<file path="src/rtl/jtcop_pkg.sv">
// jtcop_pkg: DMA sequencer state encoding and 68000 bus-handshake polarities shared by jtcop bus masters
package jtcop_pkg;
  typedef enum logic [2:0] {IDLE, REQ, GRANT, COPY, FLUSH, REL} dma_st_t;
  localparam logic BUS_ON  = 1'b0;
  localparam logic BUS_OFF = 1'b1;
endpackage

</file>
<file path="src/rtl/jtcop_busreq.sv">
// jtcop_busreq: BR/BG/BGACK handshake FSM that owns the 68000 bus for the duration of a DMA burst
module jtcop_busreq
  import jtcop_pkg::*;
(
  input  logic       clk,
  input  logic       rst,
  input  logic       i_req,
  input  logic       i_last,
  input  logic       i_asn,
  input  logic       i_bgn,
  output logic       o_brn,
  output logic       o_bgackn,
  output logic [2:0] o_st
);
  dma_st_t r_st, w_nx;
  always_ff @(posedge clk or posedge rst) begin
    if (rst) r_st <= IDLE;
    else     r_st <= w_nx;
  end
  // the bus is only taken once the CPU has finished its current cycle (AS released)
  always_comb begin
    w_nx = r_st;
    case (r_st)
      IDLE:    w_nx = i_req ? REQ : IDLE;
      REQ:     w_nx = (i_bgn == BUS_ON && i_asn) ? GRANT : REQ;
      GRANT:   w_nx = i_last ? FLUSH : COPY;
      COPY:    w_nx = i_last ? FLUSH : COPY;
      FLUSH:   w_nx = REL;
      REL:     w_nx = i_req ? REQ : IDLE;
      default: w_nx = IDLE;
    endcase
  end
  assign o_brn    = (r_st == REQ || r_st == GRANT) ? BUS_ON : BUS_OFF;
  assign o_bgackn = (r_st == GRANT || r_st == COPY || r_st == FLUSH || r_st == REL) ? BUS_ON : BUS_OFF;
  assign o_st     = r_st;
endmodule

</file>
<file path="src/rtl/jtcop_objdma.sv">
// jtcop_objdma: once-per-frame copy of object RAM into the object chip buffer over a borrowed 68000 bus
module jtcop_objdma
  import jtcop_pkg::*;
#(
  parameter int AW  = 10,
  parameter int LEN = 1024
) (
  input  logic          clk,
  input  logic          rst,
  input  logic          obj_copy,
  input  logic          ASn,
  input  logic          BGn,
  output logic          BRn,
  output logic          BGACKn,
  output logic [AW-1:0] ram_addr,
  input  logic [15:0]   ram_dout,
  output logic [AW-1:0] buf_addr,
  output logic [15:0]   buf_din,
  output logic          buf_we,
  output logic          busy,
  output logic          done
);
  localparam logic [AW-1:0] LAST = AW'(LEN - 1);
  logic [2:0]    w_st;
  logic          w_req, w_last;
  logic          r_pending;
  logic [AW-1:0] r_ram_addr, r_buf_addr;
  assign w_req  = (w_st == REL) ? r_pending : (obj_copy | r_pending);
  assign w_last = r_ram_addr == LAST;
  jtcop_busreq u_busreq (
    .clk      (clk),
    .rst      (rst),
    .i_req    (w_req),
    .i_last   (w_last),
    .i_asn    (ASn),
    .i_bgn    (BGn),
    .o_brn    (BRn),
    .o_bgackn (BGACKn),
    .o_st     (w_st)
  );
  // a trigger seen while REL consumes pending belongs to the next frame, so it is kept
  always_ff @(posedge clk or posedge rst) begin
    if (rst) begin
      r_pending  <= 1'b0;
      r_ram_addr <= '0;
      r_buf_addr <= '0;
    end else begin
      r_pending  <= (w_st == IDLE) ? 1'b0 : (w_st == REL) ? obj_copy : (r_pending | obj_copy);
      r_ram_addr <= (w_st == REQ) ? '0 :
                    ((w_st == GRANT || w_st == COPY) && !w_last) ? r_ram_addr + 1'b1 : r_ram_addr;
      r_buf_addr <= r_ram_addr;
    end
  end
  assign ram_addr = r_ram_addr;
  assign buf_addr = r_buf_addr;
  assign buf_we   = w_st == COPY || w_st == FLUSH;
  assign buf_din  = buf_we ? ram_dout : 16'h0;
  assign busy     = w_st != IDLE;
  assign done     = w_st == REL;
endmodule

</file>
<file path="config.mk">
export PLATFORM = sky130hd
export DESIGN_NAME = jtcop_objdma
export DESIGN_NICKNAME = d
export VERILOG_FILES = /design/src/rtl/jtcop_pkg.sv /design/src/rtl/jtcop_busreq.sv /design/src/rtl/jtcop_objdma.sv
export SDC_FILE = /design/constraint.sdc
export NUM_CORES = 1
export LEC_CHECK = 0
export CORE_MARGIN = 3
export CORE_UTILIZATION = 42
export CTS_BUF_LIST = sky130_fd_sc_hd__clkbuf_16
export DETAILED_ROUTE_END_ITERATION = 6
export GPL_ROUTABILITY_DRIVEN = 1
export HOLD_SLACK_MARGIN = 0.15
export PLACE_DENSITY = 0.91
export SLEW_MARGIN = 20
export SYNTH_ARGS = -nofsm -noshare
export SYNTH_HDL_FRONTEND = slang
export SYNTH_SLANG_ARGS = --single-unit
</file>
<file path="constraint.sdc">
create_clock -name clk -period 3.34 [get_ports clk]
set_clock_uncertainty 0.05 [all_clocks]
set_input_delay 0.334 -clock clk [delete_from_list [all_inputs] [get_ports clk]]
set_output_delay 0.334 -clock clk [all_outputs]
set_load 0.02 [all_outputs]
</file>
==> summary.md, run 1 <==
| Metric | Value |
|---|---|
| Status | complete, no violations |
| Yosys warnings | 0 |
| Area occupied by multi-input gates | 561 um^2 |
| Design Area, Final | 1940 um^2 |
| Worst skew pair latency | about 0.25 ns |
| Final worst-path setup slack | 0.747 ns |
| GRT Overall Usage | 19.6% |
| CP required | 2.96 ns |
| DRC | 0 |
| Pleak | between 0.7 and 0.8 nW |
| Max Buffers Root-to-Sink | 2 |
| FFs w/ async S/R, synth | 100% |
| Initial cell density of the core | 46.2% |
| Die H | 59.4 um |
| H-tree level count | 1 |
| Worst hold slack | 0.437 ns |
| Initial DRT Pass Iterations | 4 |
| Startpoint types | flip-flop |
| Worst hold stages | 0 |
| CTS tree | done |
| CP Capture Type | primary output |
| Fillers | 168 |
| Die width | 59.4 um |
| FF-to-FF path depth | 6 |
| RSZ-0062 raised after global routing | no |
| Max FO, Critical Path | 17 |
| Fin Setup TNS | 0 ns |
| Seq. cell area | 601 um^2 |
| Max-slew headroom | 43.6% |
| Die area | about 3500 um^2 |
| Syn Nets | around 140 |
| Yosys reg bits | 24 |
| Worst-path clk slew | about 0.060 ns |
| Fmax | slightly below 400 MHz |
| Post-synth top area cell | dfrtp_1 |
| Initial DRC count | 30 |
| Number of global-route vias before repair | 1069 |
| Synth area leaders | dfrtp_1 50%, and2_2 10%, nor2_1 3.8% |
| Reg2reg end | ram_addr[9]$_DFFE_PP0P_ |
| Met3 GRT Util | 3.49% |
| Avg Cell Area, Syn | 10.7 um^2 |
| First-pass GRT wire length | 5.11 mm |
| Final #Nets | 200 |
| WS Path Type | reg -> out |
| Pre-CTS setup slack | 1.01 ns |
| Post-CTS resize count | 0 |
| DR WL/cell | 16.5 um |
| Synth cell types | 32 |
| GPL Wtd Cong | 0.803 |
| Grt met2 use | 38.1% |
| Gr ovfl total | 0 |
| WHS Endpoint | buf_addr[1]$_DFF_PP0_ |
| I/O pin count | 62 |
| Largest net degree at the start of global routing | 25 |
| Clk sink count | 24 |
| Post-DP HPWL | 2.58 mm |
| Final period utilization | 77.6% |
| Slew @ Worst Pin | 0.845 ns |
| Util after Layout | 74.8% |
| CTS Buf Count | 3 |
| Most frequent cell after synthesis | dfrtp_1 |
| Reg-to-reg setup timing slack | 1.20 ns |
| # Post-CTS Setup Buffers | 0 |
| Reg2Reg Launch Point | u_busreq.o_st[2]$_DFF_PP0_ |
| Vias per std cell | 5.27 |
| Via count | 1081 |
| Port Buffer Count | 61 |
| Synth Flop Type | dfrtp_1 |
| Diode count | 0 |
| Worst Path Arrival | 2.21 ns |
| WL final | roughly 3.4 mm |
| Maxcap violations | 0 |
| Layer with the highest usage | met2 |
| Final Critical Period | about 2.6 ns |
| Seq/Total Area, Yosys | 50.2% |
| Site Rows | 18 |
| Synth-to-layout area growth | 61.9% |
| Synthesized cell area | 1200 um^2 |
| # hold bufs at CTS | 0 |
| Top-area cell type share of the netlist area | between 50% and 60% |
| Area post-placement | 1830 um^2 |
| P per Cell Area | between 300 and 400 nW/um^2 |
| Final hold vios | 0 |
| Peak supply drop | 0.000389 V |
| Type of the tightest min-delay check | reg -> reg |
| Core area | ~2600 um^2 |
| Layout cell share with drive strength beyond 1 | 15.4% |
| Clock root cell | clkbuf_16 |
| GRT met1 Usage | 19.6% |
| Final setup vio count | 0 |
| Critical hold path startpoint | ram_addr[1]$_DFFE_PP0P_ |
| Commonest cells in the netlist | 24 x dfrtp_1, 16 x and2_2, 12 x nor2_1 |
| Post-synth EDFFs | 0 |
| ANT nets after route | 0 |
| Post-Syn Instances | ~110 |
| Initial antenna violation count | 0 |
| Fin. max-slew vios | 0 |
-- final cells by class --
| class | count | share of cell area [%] |
|---|---|---|
| Sequential cell | 24 | 31.0 |
| Timing Repair Buffer | 62 | 31.9 |
| Inverter | 4 | 0.775 |
| Clock inverter | 1 | 1.55 |
| Clock buffer | 3 | 3.88 |
| Multi-Input combinational cell | 81 | 28.9 |
| Tap cell | 30 | 1.94 |
-- power by group --
group          internal [W]             switching [W]  leakage, nW  total (W)
clock network      0.000238                 0.0000923       0.0511   0.000330
logic             0.0000433                 0.0000281        0.435  0.0000715
registers          0.000291  0.0000000000000000000171        0.295   0.000291
total              0.000572                  0.000120        0.782   0.000692
-- stage by stage --
stage,std cells,power (W)
after floorplan,112,0.000324
after global routing,205,0.000716
after detailed placement,201,0.000369
final,205,0.000692
after global placement,201,0.000367
after CTS,205,0.000699
-- worst max-delay path by stage --
stage / cells after the start / to / startpoint / slack (ns)
2_1_floorplan: 5 / buf_din[10] / u_busreq.o_st[0]$_DFF_PP0_ / 1.57
3_3_place_gp: 5 / buf_din[2] / u_busreq.o_st[2]$_DFF_PP0_ / 1.11
3_5_place_dp: 5 / buf_din[10] / u_busreq.o_st[2]$_DFF_PP0_ / 1.01
4_1_cts: 5 / buf_din[10] / u_busreq.o_st[2]$_DFF_PP0_ / 0.74
5_1_grt: 5 / buf_din[4] / u_busreq.o_st[2]$_DFF_PP0_ / 0.62
6_report: 4 / buf_din[10] / u_busreq.o_st[1]$_DFF_PP0_ / 0.75
-- layout by cell type, fill, tap and decap left out, drive strengths merged --
| cell | count |
|---|---|
| a31oi | 1 |
| ha | 3 |
| a21oi | 7 |
| o21a | 1 |
| o211ai | 1 |
| a41oi | 1 |
| xor2 | 5 |
| o31ai | 1 |
| o21ai | 2 |
| dfrtp | 24 |
| nand4 | 1 |
| inv | 4 |
| and3 | 2 |
| or3 | 2 |
| clkbuf | 3 |
| mux2i | 1 |
| bufinv | 1 |
| nor3b | 3 |
| a211oi | 2 |
| nor2 | 12 |
| and2 | 18 |
| buf | 1 |
| clkdlybuf4s50 | 61 |
| nand2 | 5 |
| nor3 | 4 |
| o2111ai | 2 |
| nor2b | 2 |
| and4 | 2 |
| nand3 | 3 |
-- logic make-up (layout without fill, tap and decap cells) --
family	after synthesis	in the layout	synth area share, %
AO/OA/AOI/OAI	18	18	11.1
XOR/XNOR	5	5	3.66
adder cells (fa/ha/maj)	3	3	3.14
buffers and inverters	7	70	2.93
flip-flops	24	24	50.2
multiplexers	1	1	0.837
AND/OR/NAND/NOR	54	54	28.1
-- sequential cells by signal (all words and copies together) (netlist names) --
register / flops
ram_addr: 10
u_busreq.o_st: 3
r_pending: 1
buf_addr: 10
-- layer usage --
layer / wire length, um / up-vias / share of wire, %
met4: 102 / 0 / 3.0
met5: 0 / - / 0
met3: 234 / 10 / 6.9
li1: - / 511 / -
met1: 1120 / 503 / 33
met2: 1930 / 57 / 57
-- worst max-delay path, stage by stage, from the launching register on --
cell and delay [ns]:
dfrtp_1 0.48, or3_4 0.42, o21ai_2 0.21, and2_2 0.24, clkdlybuf4s50_1 0.60
Note: power is estimated with default switching activity, not from simulation.
==> run 2, diff against run 1 <==
--- a/config.mk
+++ b/config.mk
@@ -6,12 +6,12 @@
 export NUM_CORES = 1
 export LEC_CHECK = 0
 export CORE_MARGIN = 3
-export CORE_UTILIZATION = 42
+export CORE_UTILIZATION = 39
 export CTS_BUF_LIST = sky130_fd_sc_hd__clkbuf_16
 export DETAILED_ROUTE_END_ITERATION = 6
 export GPL_ROUTABILITY_DRIVEN = 1
 export HOLD_SLACK_MARGIN = 0.15
-export PLACE_DENSITY = 0.91
+export PLACE_DENSITY = 0.86
 export SLEW_MARGIN = 20
 export SYNTH_ARGS = -nofsm -noshare
 export SYNTH_HDL_FRONTEND = slang
==> constraint.sdc (replaced) <==
create_clock -name clk -period 2.4 [get_ports clk]
set_clock_uncertainty 0.05 [all_clocks]
set_input_delay 0.24 -clock clk [delete_from_list [all_inputs] [get_ports clk]]
set_output_delay 0.24 -clock clk [all_outputs]
set_load 0.02 [all_outputs]
==> summary.md, run 2 (synthesized netlist as in run 1, its figures left out) <==
| Metric | Value |
|---|---|
| First-pass GRT wire length | 5.01 mm |
| Max Buffers Root-to-Sink | 2 |
| Startpoint types | flip-flop |
| Fmax | 440 MHz |
| Initial DRC count | 41 |
| H-tree level count | 1 |
| Fin Setup TNS | 0 ns |
| Peak supply drop | 0.000301 V |
| RSZ-0062 raised after global routing | no |
| Layout cell share with drive strength beyond 1 | 17.0% |
| DR WL/cell | between 15 and 20 um |
| Vias per std cell | 5.36 |
| GRT Overall Usage | between 10% and 20% |
| # hold bufs at CTS | 0 |
| Initial antenna violation count | 0 |
| Clock root cell | clkbuf_16 |
| Highest-delay cell along the critical path | clkdlybuf4s50_1 |
| Reg2reg end | ram_addr[8]$_DFFE_PP0P_ |
| Initial cell density of the core | 42.3% |
| Final setup vio count | 0 |
| I/O pin count | 62 |
| Reg2Reg Launch Point | u_busreq.o_st[2]$_DFF_PP0_ |
| Largest net degree at the start of global routing | 25 |
| Worst path max stage delay | 0.67 ns |
| Final Critical Period | 2.27 ns |
| Switching Fraction | 18.5% |
| Sequential power share | 41.7% |
| Final #Nets | 201 |
| Core area | 2830 um^2 |
| CTS Buf Count | 3 |
| Pleak | between 0.8 and 0.9 nW |
| P per Cell Area | around 490 nW/um^2 |
| Diode count | 0 |
| Die H | 61.4 um |
| Clk sink count | 24 |
| CP Capture Type | primary output |
| Layer with the highest usage | met2 |
| Commonest non-fill, non-tap cells in the layout | 45 x clkdlybuf4s50_1, 22 x dfrtp_1, 16 x and2_2 |
| Maxcap violations | 0 |
| Worst-path clk slew | roughly 0.060 ns |
| Status | complete, no violations |
| Initial DRT Pass Iterations | 4 |
| Final hold vios | 0 |
| Number of global-route vias before repair | between 1000 and 1500 |
| Most common library cell in the layout ignoring fill and taps | clkdlybuf4s50_1 |
| ANT nets after route | 0 |
| Site Rows | 19 |
| # Post-CTS Setup Buffers | 0 |
| Final period utilization | 94.7% |
| Worst Path Arrival | just under 2 ns |
| Clock power frac | 48.7% |
| Port Buffer Count | 61 |
| Die area | 3770 um^2 |
| Worst skew pair latency | 0.26 ns |
| Comb pwr share | under 10% |
| Synth-to-layout area growth | 64.6% |
| Max FO, Critical Path | 17 |
| FF-to-FF path depth | 6 |
| Switching power | around 0.00018 W |
| Reg-to-reg setup timing slack | 0.52 ns |
| DRC | 0 |
| Power Internal | 0.000791 W |
| Slew @ Worst Pin | 0.320 ns |
| CTS tree | done |
| Max-slew headroom | 78.6% |
| Fillers | 196 |
| Crit-path cells | or3_4 > o21ai_4 > clkdlybuf4s50_1 |
| Fin. max-slew vios | 0 |
| Via count | 1109 |
| Grt met2 use | 32.3% |
| CP required | 2.11 ns |
| GRT met1 Usage | 21.2% |
| Post-DP HPWL | 2.32 mm |
| WL final | 3.36 mm |
| Gr ovfl total | 0 |
| WS Path Type | reg -> out |
| Util after Layout | 69.6% |
| GPL Wtd Cong | between 0.8 and 0.9 |
| Type of the tightest min-delay check | in -> async |
| Met3 GRT Util | 2.94% |
| Die width | 61.4 um |
## run 2: what timing repair did
action,in CTS,in global routing
gates cloned,0,0
endpoints found under the setup margin,17,9
resized for setup,9,10
## run 2: critical path: cells and delay by family (launching register included)
family	cells	cell delay, ns
AO/OA/AOI/OAI	1	0.15
buffers and inverters	1	0.67
flip-flops	1	0.47
AND/OR/NAND/NOR	1	0.44
## run 2: worst max path at each step
| stage | startpoint | cells past startpoint | end |
|---|---|---|---|
| after floorplan | u_busreq.o_st[0]$_DFF_PP0_ | 5 | buf_din[10] |
| after global placement | u_busreq.o_st[0]$_DFF_PP0_ | 4 | buf_din[5] |
| after detailed placement | u_busreq.o_st[2]$_DFF_PP0_ | 5 | buf_din[5] |
| after CTS | u_busreq.o_st[0]$_DFF_PP0_ | 4 | buf_din[7] |
| after global routing | u_busreq.o_st[0]$_DFF_PP0_ | 3 | buf_we |
| final | u_busreq.o_st[0]$_DFF_PP0_ | 3 | buf_we |
## run 2: routing by layer
metal | vias to the layer above | part of all wire, %
li1 | 514 | -
met1 | 528 | 39
met2 | 57 | 51
met3 | 10 | 7.8
met4 | 0 | 2.3
met5 | - | 0
## run 2: layout make-up
cell class	instances	area (um^2)	share of cell area [%]
repair buffers	63	639	32.5
flip-flops and latches	24	603	30.6
multi-input cells	81	568	28.8
clock buffers	3	75.1	3.81
well taps	31	38.8	1.97
clock inverters	1	30.0	1.52
inverters	4	15.0	0.762
## run 2: power groups by stage
stage	clock network, W	registers, W	logic, W
finish	0.000473	0.000405	0.0000935
global route	0.000491	0.000404	0.000100
CTS	0.000474	0.000405	0.0000963
detailed placement	0	0.000412	0.000101
global placement	0	0.000412	0.0000995
floorplan	0	0.000412	0.0000383
## run 2: per-stage QoR
| step | power, W | cells | setup WS (ns) | hold WS [ns] | area [um^2] |
|---|---|---|---|---|---|
| detailed placement | 0.000513 | 203 | 0.177 | 0.430 | 1840 |
| global placement | 0.000512 | 203 | 0.273 | 0.407 | 1840 |
| global route | 0.000996 | 207 | 0.0601 | 0.329 | 1970 |
| CTS | 0.000975 | 207 | 0.000911 | 0.290 | 1950 |
| finish | 0.000971 | 207 | 0.127 | 0.277 | 1970 |
| floorplan | 0.000450 | 112 | 0.726 | 0.205 | 1200 |
